### src/rtl/alu_share_ctrl_pkg.sv
// alu_share_ctrl_pkg: shared widths, ALU function codes and controller states
package alu_share_ctrl_pkg;

    localparam int OPW  = 4;
    localparam int FNW  = 3;
    localparam int RESW = 8;

    localparam logic [FNW-1:0] FN_ADD_RC  = 3'b000;
    localparam logic [FNW-1:0] FN_ADD_MOD = 3'b001;
    localparam logic [FNW-1:0] FN_SEXT_B  = 3'b010;
    localparam logic [FNW-1:0] FN_OR_RED  = 3'b011;
    localparam logic [FNW-1:0] FN_AND_RED = 3'b100;
    localparam logic [FNW-1:0] FN_CONCAT  = 3'b101;

    typedef enum logic {
        ST_IDLE = 1'b0,
        ST_EXEC = 1'b1
    } state_t;

endpackage

### src/rtl/alu_share_ctrl_alu4.sv
// alu_share_ctrl_alu4: combinational 4-bit ALU built around one ripple-carry adder
module alu_share_ctrl_alu4
    import alu_share_ctrl_pkg::*;
(
    input  logic [OPW-1:0]  i_a,
    input  logic [OPW-1:0]  i_b,
    input  logic [FNW-1:0]  i_fn,
    output logic [RESW-1:0] o_y
);

    logic [OPW:0]   w_c;
    logic [OPW-1:0] w_s;

    assign w_c[0] = 1'b0;

    for (genvar i = 0; i < OPW; i++) begin : g_fa
        assign w_s[i]   = i_a[i] ^ i_b[i] ^ w_c[i];
        assign w_c[i+1] = (i_a[i] & i_b[i]) | (w_c[i] & (i_a[i] ^ i_b[i]));
    end

    // select the operation; both add codes share the single adder chain
    always_comb begin
        o_y = '0;
        case (i_fn)
            FN_ADD_RC:  o_y = {3'b000, w_c[OPW], w_s};
            FN_ADD_MOD: o_y = {4'b0000, w_s};
            FN_SEXT_B:  o_y = {{4{i_b[OPW-1]}}, i_b};
            FN_OR_RED:  o_y = {7'd0, |{i_a, i_b}};
            FN_AND_RED: o_y = {7'd0, &{i_a, i_b}};
            FN_CONCAT:  o_y = {i_a, i_b};
            default:    o_y = '0;
        endcase
    end

endmodule

### src/rtl/alu_share_ctrl.sv
// alu_share_ctrl: round-robin time-sharing of one 4-bit ALU between two clients
module alu_share_ctrl
    import alu_share_ctrl_pkg::*;
(
    input  logic            clock,
    input  logic            reset,
    input  logic            req0,
    input  logic            req1,
    input  logic [OPW-1:0]  a0,
    input  logic [OPW-1:0]  b0,
    input  logic [OPW-1:0]  a1,
    input  logic [OPW-1:0]  b1,
    input  logic [FNW-1:0]  fn0,
    input  logic [FNW-1:0]  fn1,
    output logic            ack0,
    output logic            ack1,
    output logic            done0,
    output logic            done1,
    output logic [RESW-1:0] result,
    output logic            busy
);

    state_t          r_state;
    logic            r_owner;
    logic            r_last;
    logic [OPW-1:0]  r_a;
    logic [OPW-1:0]  r_b;
    logic [FNW-1:0]  r_fn;
    logic            w_pick1;
    logic [RESW-1:0] w_y;

    // client 1 wins when alone, or on a tie when client 0 was served last
    assign w_pick1 = req1 & (~req0 | ~r_last);

    alu_share_ctrl_alu4 u_alu (
        .i_a  (r_a),
        .i_b  (r_b),
        .i_fn (r_fn),
        .o_y  (w_y)
    );

    // grant/execute FSM; handshakes are single-cycle registered pulses
    always_ff @(posedge clock) begin
        if (reset) begin
            r_state <= ST_IDLE;
            r_owner <= 1'b0;
            r_last  <= 1'b1;
            r_a     <= '0;
            r_b     <= '0;
            r_fn    <= '0;
            ack0    <= 1'b0;
            ack1    <= 1'b0;
            done0   <= 1'b0;
            done1   <= 1'b0;
            busy    <= 1'b0;
            result  <= '0;
        end else begin
            ack0  <= 1'b0;
            ack1  <= 1'b0;
            done0 <= 1'b0;
            done1 <= 1'b0;
            case (r_state)
                ST_IDLE: begin
                    if (req0 | req1) begin
                        r_owner <= w_pick1;
                        r_a     <= w_pick1 ? a1 : a0;
                        r_b     <= w_pick1 ? b1 : b0;
                        r_fn    <= w_pick1 ? fn1 : fn0;
                        ack0    <= ~w_pick1;
                        ack1    <= w_pick1;
                        busy    <= 1'b1;
                        r_state <= ST_EXEC;
                    end
                end
                ST_EXEC: begin
                    result  <= w_y;
                    done0   <= ~r_owner;
                    done1   <= r_owner;
                    r_last  <= r_owner;
                    busy    <= 1'b0;
                    r_state <= ST_IDLE;
                end
            endcase
        end
    end

endmodule

### config.mk
export PLATFORM = sky130hd
export DESIGN_NAME = alu_share_ctrl
export DESIGN_NICKNAME = d
export VERILOG_FILES = /design/src/rtl/alu_share_ctrl_pkg.sv /design/src/rtl/alu_share_ctrl_alu4.sv /design/src/rtl/alu_share_ctrl.sv
export SDC_FILE = /design/constraint.sdc
export NUM_CORES = 1
export LEC_CHECK = 0
export CORE_MARGIN = 3
export CORE_UTILIZATION = 43
export DETAILED_ROUTE_END_ITERATION = 10
export GPL_ROUTABILITY_DRIVEN = 1
export GPL_TIMING_DRIVEN = 0
export MAX_ROUTING_LAYER = met4
export PLACE_DENSITY = 0.74
export SETUP_SLACK_MARGIN = 0.4
export SLEW_MARGIN = 20
export SYNTH_ARGS = -nofsm -noshare
export SYNTH_HDL_FRONTEND = slang
export SYNTH_HIERARCHICAL = 1
export SYNTH_SLANG_ARGS = --single-unit
### constraint.sdc
create_clock -name clock -period 2.27 [get_ports clock]
set_input_delay 0.454 -clock clock [delete_from_list [all_inputs] [get_ports clock]]
set_output_delay 0.454 -clock clock [all_outputs]
set_load 0.02 [all_outputs]
# == Word level (Yosys, flattened, before mapping) ==
# Index checks and enable logic that the tools add are counted.
# word_totals
register_bits,27
in_bits,26
output_inout_bits,13
# op_classes
n_eq_ne,6
muxes,8
bitwise,26
n_reduce_logical,6
# ops
cell,count
$pmux W8 S6,1
$and A1 B1 Y1,8
$mux W4,2
$reduce_and A8 Y1,1
$reduce_or A8 Y1,1
$xor A1 B1 Y1,7
$eq A3 B2 Y1 const B,2
$eq A3 B3 Y1 const B,2
$not A1 Y1,6
$or A1 B1 Y1,5
$pmux W1 S2,2
$eq A3 B1 Y1 const B,1
$logic_not A3 Y1,1
$mux W3,1
$reduce_or A3 Y1,1
$mux W1,2
$ne A2 B2 Y1 const B,1
$reduce_and A2 Y1,1
$reduce_or A2 Y1,1

# == Logic depth before layout (Yosys ltp) ==
# logic_depth
ltp_word,8
ltp_mapped,9

# == Hierarchy ==
# Netlist, hierarchy kept.
# by_module_without_submodules
module,instances,cells_each,area_per_inst_um2,seq_area_each_um2
alu_share_ctrl,1,113,1118.6,540.5
alu_share_ctrl_alu4,1,41,315.3,0.0

# == Worst setup path after synthesis ==
# No wires, ideal clock.
# synth_path
path_kind,register -> register
startpoint,register r_a[0]
endpoint,register result[3]
setup_ps,122
arrival_time_ps,2246
path_slack_ps,-98
stages_incl_launch_ff,10
path_buffers,0
period_less_slack_ps,2368
path_cell_list,dfxtp_1 ha_1 fa_1 fa_1 fa_1 nor2b_1 a31oi_1 o21ai_0 mux2i_1 nor2_1
# synth_via
elab_chain_len,7
# synth_rtl
item,line_no,rtl
start: declaration,alu_share_ctrl.sv:26,logic [OPW-1:0] r_a;
start signal: assignment,alu_share_ctrl.sv:66,r_a <= w_pick1 ? a1 : a0;
$and A1 B1 Y1 (2 in a row),alu_share_ctrl_alu4.sv:18,assign w_c[i+1] = (i_a[i] & i_b[i]) | (w_c[i] & (i_a[i] ^ i_b[i]));
$or A1 B1 Y1,alu_share_ctrl_alu4.sv:18,
$and A1 B1 Y1,alu_share_ctrl_alu4.sv:18,
$or A1 B1 Y1,alu_share_ctrl_alu4.sv:18,
$xor A1 B1 Y1,alu_share_ctrl_alu4.sv:17,assign w_s[i] = i_a[i] ^ i_b[i] ^ w_c[i];
$pmux W8 S6,alu_share_ctrl_alu4.sv:24,case (i_fn)
net w_y[3],alu_share_ctrl.sv:30,logic [RESW-1:0] w_y;
end signal: assignment,alu_share_ctrl.sv:76,result <= w_y;
end: declaration,alu_share_ctrl.sv:19,"output logic [RESW-1:0] result,"
# The timed path passes the listed nets, and every way through them passes these cells.
# A chain may end at the register's enable or synchronous reset.

# == Final worst setup path ==
# layout_path
startpoint,register r_b[0]
endpoint,register result[3]
# layout_via
elab_chain_len,7
# layout_rtl
item,line_no,rtl
start: declaration,alu_share_ctrl.sv:27,logic [OPW-1:0] r_b;
start signal: assignment,alu_share_ctrl.sv:67,r_b <= w_pick1 ? b1 : b0;
$and A1 B1 Y1 (2 in a row),alu_share_ctrl_alu4.sv:18,
$or A1 B1 Y1,alu_share_ctrl_alu4.sv:18,
$and A1 B1 Y1,alu_share_ctrl_alu4.sv:18,
$or A1 B1 Y1,alu_share_ctrl_alu4.sv:18,
$xor A1 B1 Y1,alu_share_ctrl_alu4.sv:17,
$pmux W8 S6,alu_share_ctrl_alu4.sv:24,
net w_y[3],alu_share_ctrl.sv:30,
# The timed path passes the listed nets, and every way through them passes these cells.

==> flow_summary.ini <==
[synthesis]
synth_edf_count = 0
synth-seq-area-share_pct = 37.70
synth_area_leaders = dfxtp_1, a211oi_2, nor2_1, mux2i_1, nand2_1
postSynthCellCount = 154
ys.warnings.count = 6
yosysTopAreaCell = dfxtp_1
synth_nets = 184
netlist_area_sq_um = 1434
async_reset_ff_share_pct = 0
syn_avg_cell_area_sq_um = 9.311
yosys_register_bits = 27
netlist.area_leader.share_pct = 37.70
ys.flop_type = dfxtp_1
ys_types = 35

[clock_tree]
cts.clk_slew.worst_paths_ns = 0.15
root_buffer = clkbuf_4
clk_latency_ns = 0.33
cts_buffer_depth = 2
clock-sinks = 27
ctsHoldBuffers = 0
cts_buffers = 3
cts_tree = done
htreeDepth = 1

[placed_design]
portBuffers = 37
dpl.cell_count = 235
dp_hpwl_mm = 2.597
place_congestion = 0.8519

[setup_path]
cp-startpoint = r_b[0]
cpMostUsedCell = fa_2
crit_required_ns = 2.50
crit_type = flop to flop
arrival_ns = 2.50
start_kind = flop
crit_slowest_cell = fa_2
worstSetupEndpointType = flop
rr_startpoint = r_b[0]
cp_max_fo = 2
cp_cell_sequence = ha_4, fa_2, fa_2, fa_2, nor2b_1, a31oi_1, o21ai_1, mux2i_1, nor2_1
r2r-end = result[3]
ff2ff_path_depth = 9
r2r_slack_ns = 0.00008
cpPeakStageDelay_ns = 0.40

[power]
vdd_drop_max_v = 0.0002655
p_per_area_nw_per_um2 = 565.0
power.leakage_nw = 0.7452

[finish]
drive_gt1_share_pct = 22.84
instances_no_fill = 241
final_util_pct = 61.88
finalNetCount = 228
fillCellCount = 303
area_delta_synth_final_pct = 34.99
num_antenna_cells = 0

[global_route]
antenna_found_initial = 0
globalRouteOverflowTotal = 0
grt_pass1_vias = 1317
grt_usage_pct = 18.07
grt_start_max_net_pins = 17
grt_pass1_wl_mm = 5.754

[timing]
tightest_slew_ns = 0.4738
slew_violations = 0
finalCritPeriodShare_pct = 100.0
setup-tns-final_ns = 0
slew_headroom_pct = 68.34
fin_skew_ns = 0.005949
rsz0062_at_grt = true
setup_viol = 0
fin_hold_ws_ns = 0.3884
fin_crit_ns = 2.270
hold_viol = 0
fmax_mhz = 440.5

[route]
firstDrtPassIters = 4
vias = 1272
drtIter0Drc = 44
drt-total-wl_mm = 3.317
vias_per_cell = 5.278
drtAntennaViolNets = 0
wl_per_cell_um = 13.76
drc = 0

[die]
die_h_um = 63.75
rows = 20
io_pins = 39
dieWidth_um = 63.75
core_area_sq_um = 3128
die_area_sq_um = 4063
initial_utilization_pct = 45.84

[outcome]
outcome = finished clean

[job]
drv_cap = 0

[min_path]
min-delay-start = reset
holdPathEnd = r_b[0]
whs_path_depth = 2
hold_class = input port to flop
[Yosys cell counts (2+ instances only)]
| cell | count |
|---|---|
| dfxtp_1 | 27 |
| a21oi_1 | 6 |
| mux2i_1 | 8 |
| fa_1 | 3 |
| a21o_1 | 3 |
| nor2_1 | 23 |
| a211oi_1 | 2 |
| a31oi_1 | 5 |
| a211oi_2 | 9 |
| nor2b_1 | 3 |
| o21ai_0 | 4 |
| nand2_1 | 21 |
| buf_4 | 2 |
| a21oi_2 | 8 |
| buf_6 | 4 |
| nor3b_1 | 3 |
| nor3_1 | 3 |
| buf_2 | 3 |
[sequential cells by signal, summed over array words and instances, names as in the netlist]
name     count
done1        1
ack1         1
r_owner      1
r_last       1
done0        1
r_fn         3
ack0         1
r_a          4
result       8
busy         1
r_state      1
r_b          4
[cell type report]
class | instances | area (sq um) | share of cell area [%]
buffer | 11 | 93.84 | 4.848
clock inverter | 1 | 6.256 | 0.3232
multi-input combinational | 115 | 820.8 | 42.40
tap | 44 | 55.05 | 2.844
sequential | 27 | 548.0 | 28.31
clock buffer | 3 | 22.52 | 1.164
inverter | 1 | 3.754 | 0.1939
timing repair buffer | 39 | 385.4 | 19.91
[report_power, final]
| part | internal (mW) | switching, mW |
|---|---|---|
| clock | 0.0687 | 0.149 |
| sequential | 0.510 | 0.0406 |
| combinational | 0.169 | 0.156 |
| total | 0.748 | 0.346 |
[layout by cell type (no fill, tap or decap), drive strengths merged]
cell / netlist / layout
clkdlybuf4s50: 0 / 37
dfxtp: 27 / 27
nor2: 23 / 23
nand2: 21 / 21
a21oi: 14 / 14
buf: 11 / 13
a211oi: 11 / 11
mux2i: 8 / 8
a31oi: 5 / 5
o21ai: 4 / 4
nor3: 3 / 3
clkbuf: 0 / 3
nor2b: 3 / 3
a21o: 3 / 3
fa: 3 / 3
nor3b: 3 / 3
inv: 1 / 2
a21boi: 1 / 1
o21bai: 1 / 1
o21ba: 1 / 1
a21bo: 1 / 1
and2: 1 / 1
and2b: 1 / 1
nand3b: 1 / 1
nand4: 1 / 1
nand4b: 1 / 1
or4: 1 / 1
nor4: 1 / 1
a211o: 1 / 1
o2111ai: 1 / 1
ha: 1 / 1
[worst max-delay path by stage]
| stage | end | slack, ns |
|---|---|---|
| after floorplan | result[3] | 0.06 |
| after global placement | result[3] | -0.01 |
| after detailed placement | result[3] | -0.03 |
| after CTS | result[3] | -0.007 |
| after global routing | result[3] | -0.08 |
| final | result[3] | 0.00008 |
[worst max-delay path: cells and delay by family (launching register included)]
| kind | cells | cell delay, ns |
|---|---|---|
| simple gates | 2 | 0.19 |
| mux | 1 | 0.13 |
| fa+ha+maj | 4 | 1.26 |
| flops | 1 | 0.39 |
| compound gates | 2 | 0.22 |
[layer usage]
metal,track usage (%),part of all wire (%),routed length (um)
met1,21.76,45,1490
met2,30.77,50,1668
met3,2.460,3.5,116
met4,6.739,1.2,41
met5,-,0,0
[per-stage QoR]
| step | worst slack (ns) | power [mW] | cell area [sq um] |
|---|---|---|---|
| after global placement | -0.01500 | 0.8687 | 1884 |
| after floorplan | 0.05725 | 0.7629 | 1459 |
| final | 0.00008327 | 1.094 | 1936 |
| after detailed placement | -0.03331 | 0.8801 | 1884 |
| after CTS | -0.007036 | 1.104 | 1936 |
| after global routing | -0.07721 | 1.167 | 1936 |
[cells by family after synthesis]
kind of cell / synth area share, %
AND/OR/NAND/NOR: 19.02
AO/OA/AOI/OAI: 25.83
flip-flops: 37.70
buffers and inverters: 6.805
multiplexers: 5.585
adder cells (fa/ha/maj): 5.061
[what timing repair did]
| item | in CTS | in global routing |
|---|---|---|
| gates resized for setup | 2 | 0 |
| endpoints found under the hold margin | 0 | 0 |
| pin swaps | 2 | 0 |
| setup endpoints to repair | 3 | 3 |
| setup buffers | 2 | 0 |
Power figures use the tool's default switching activity.
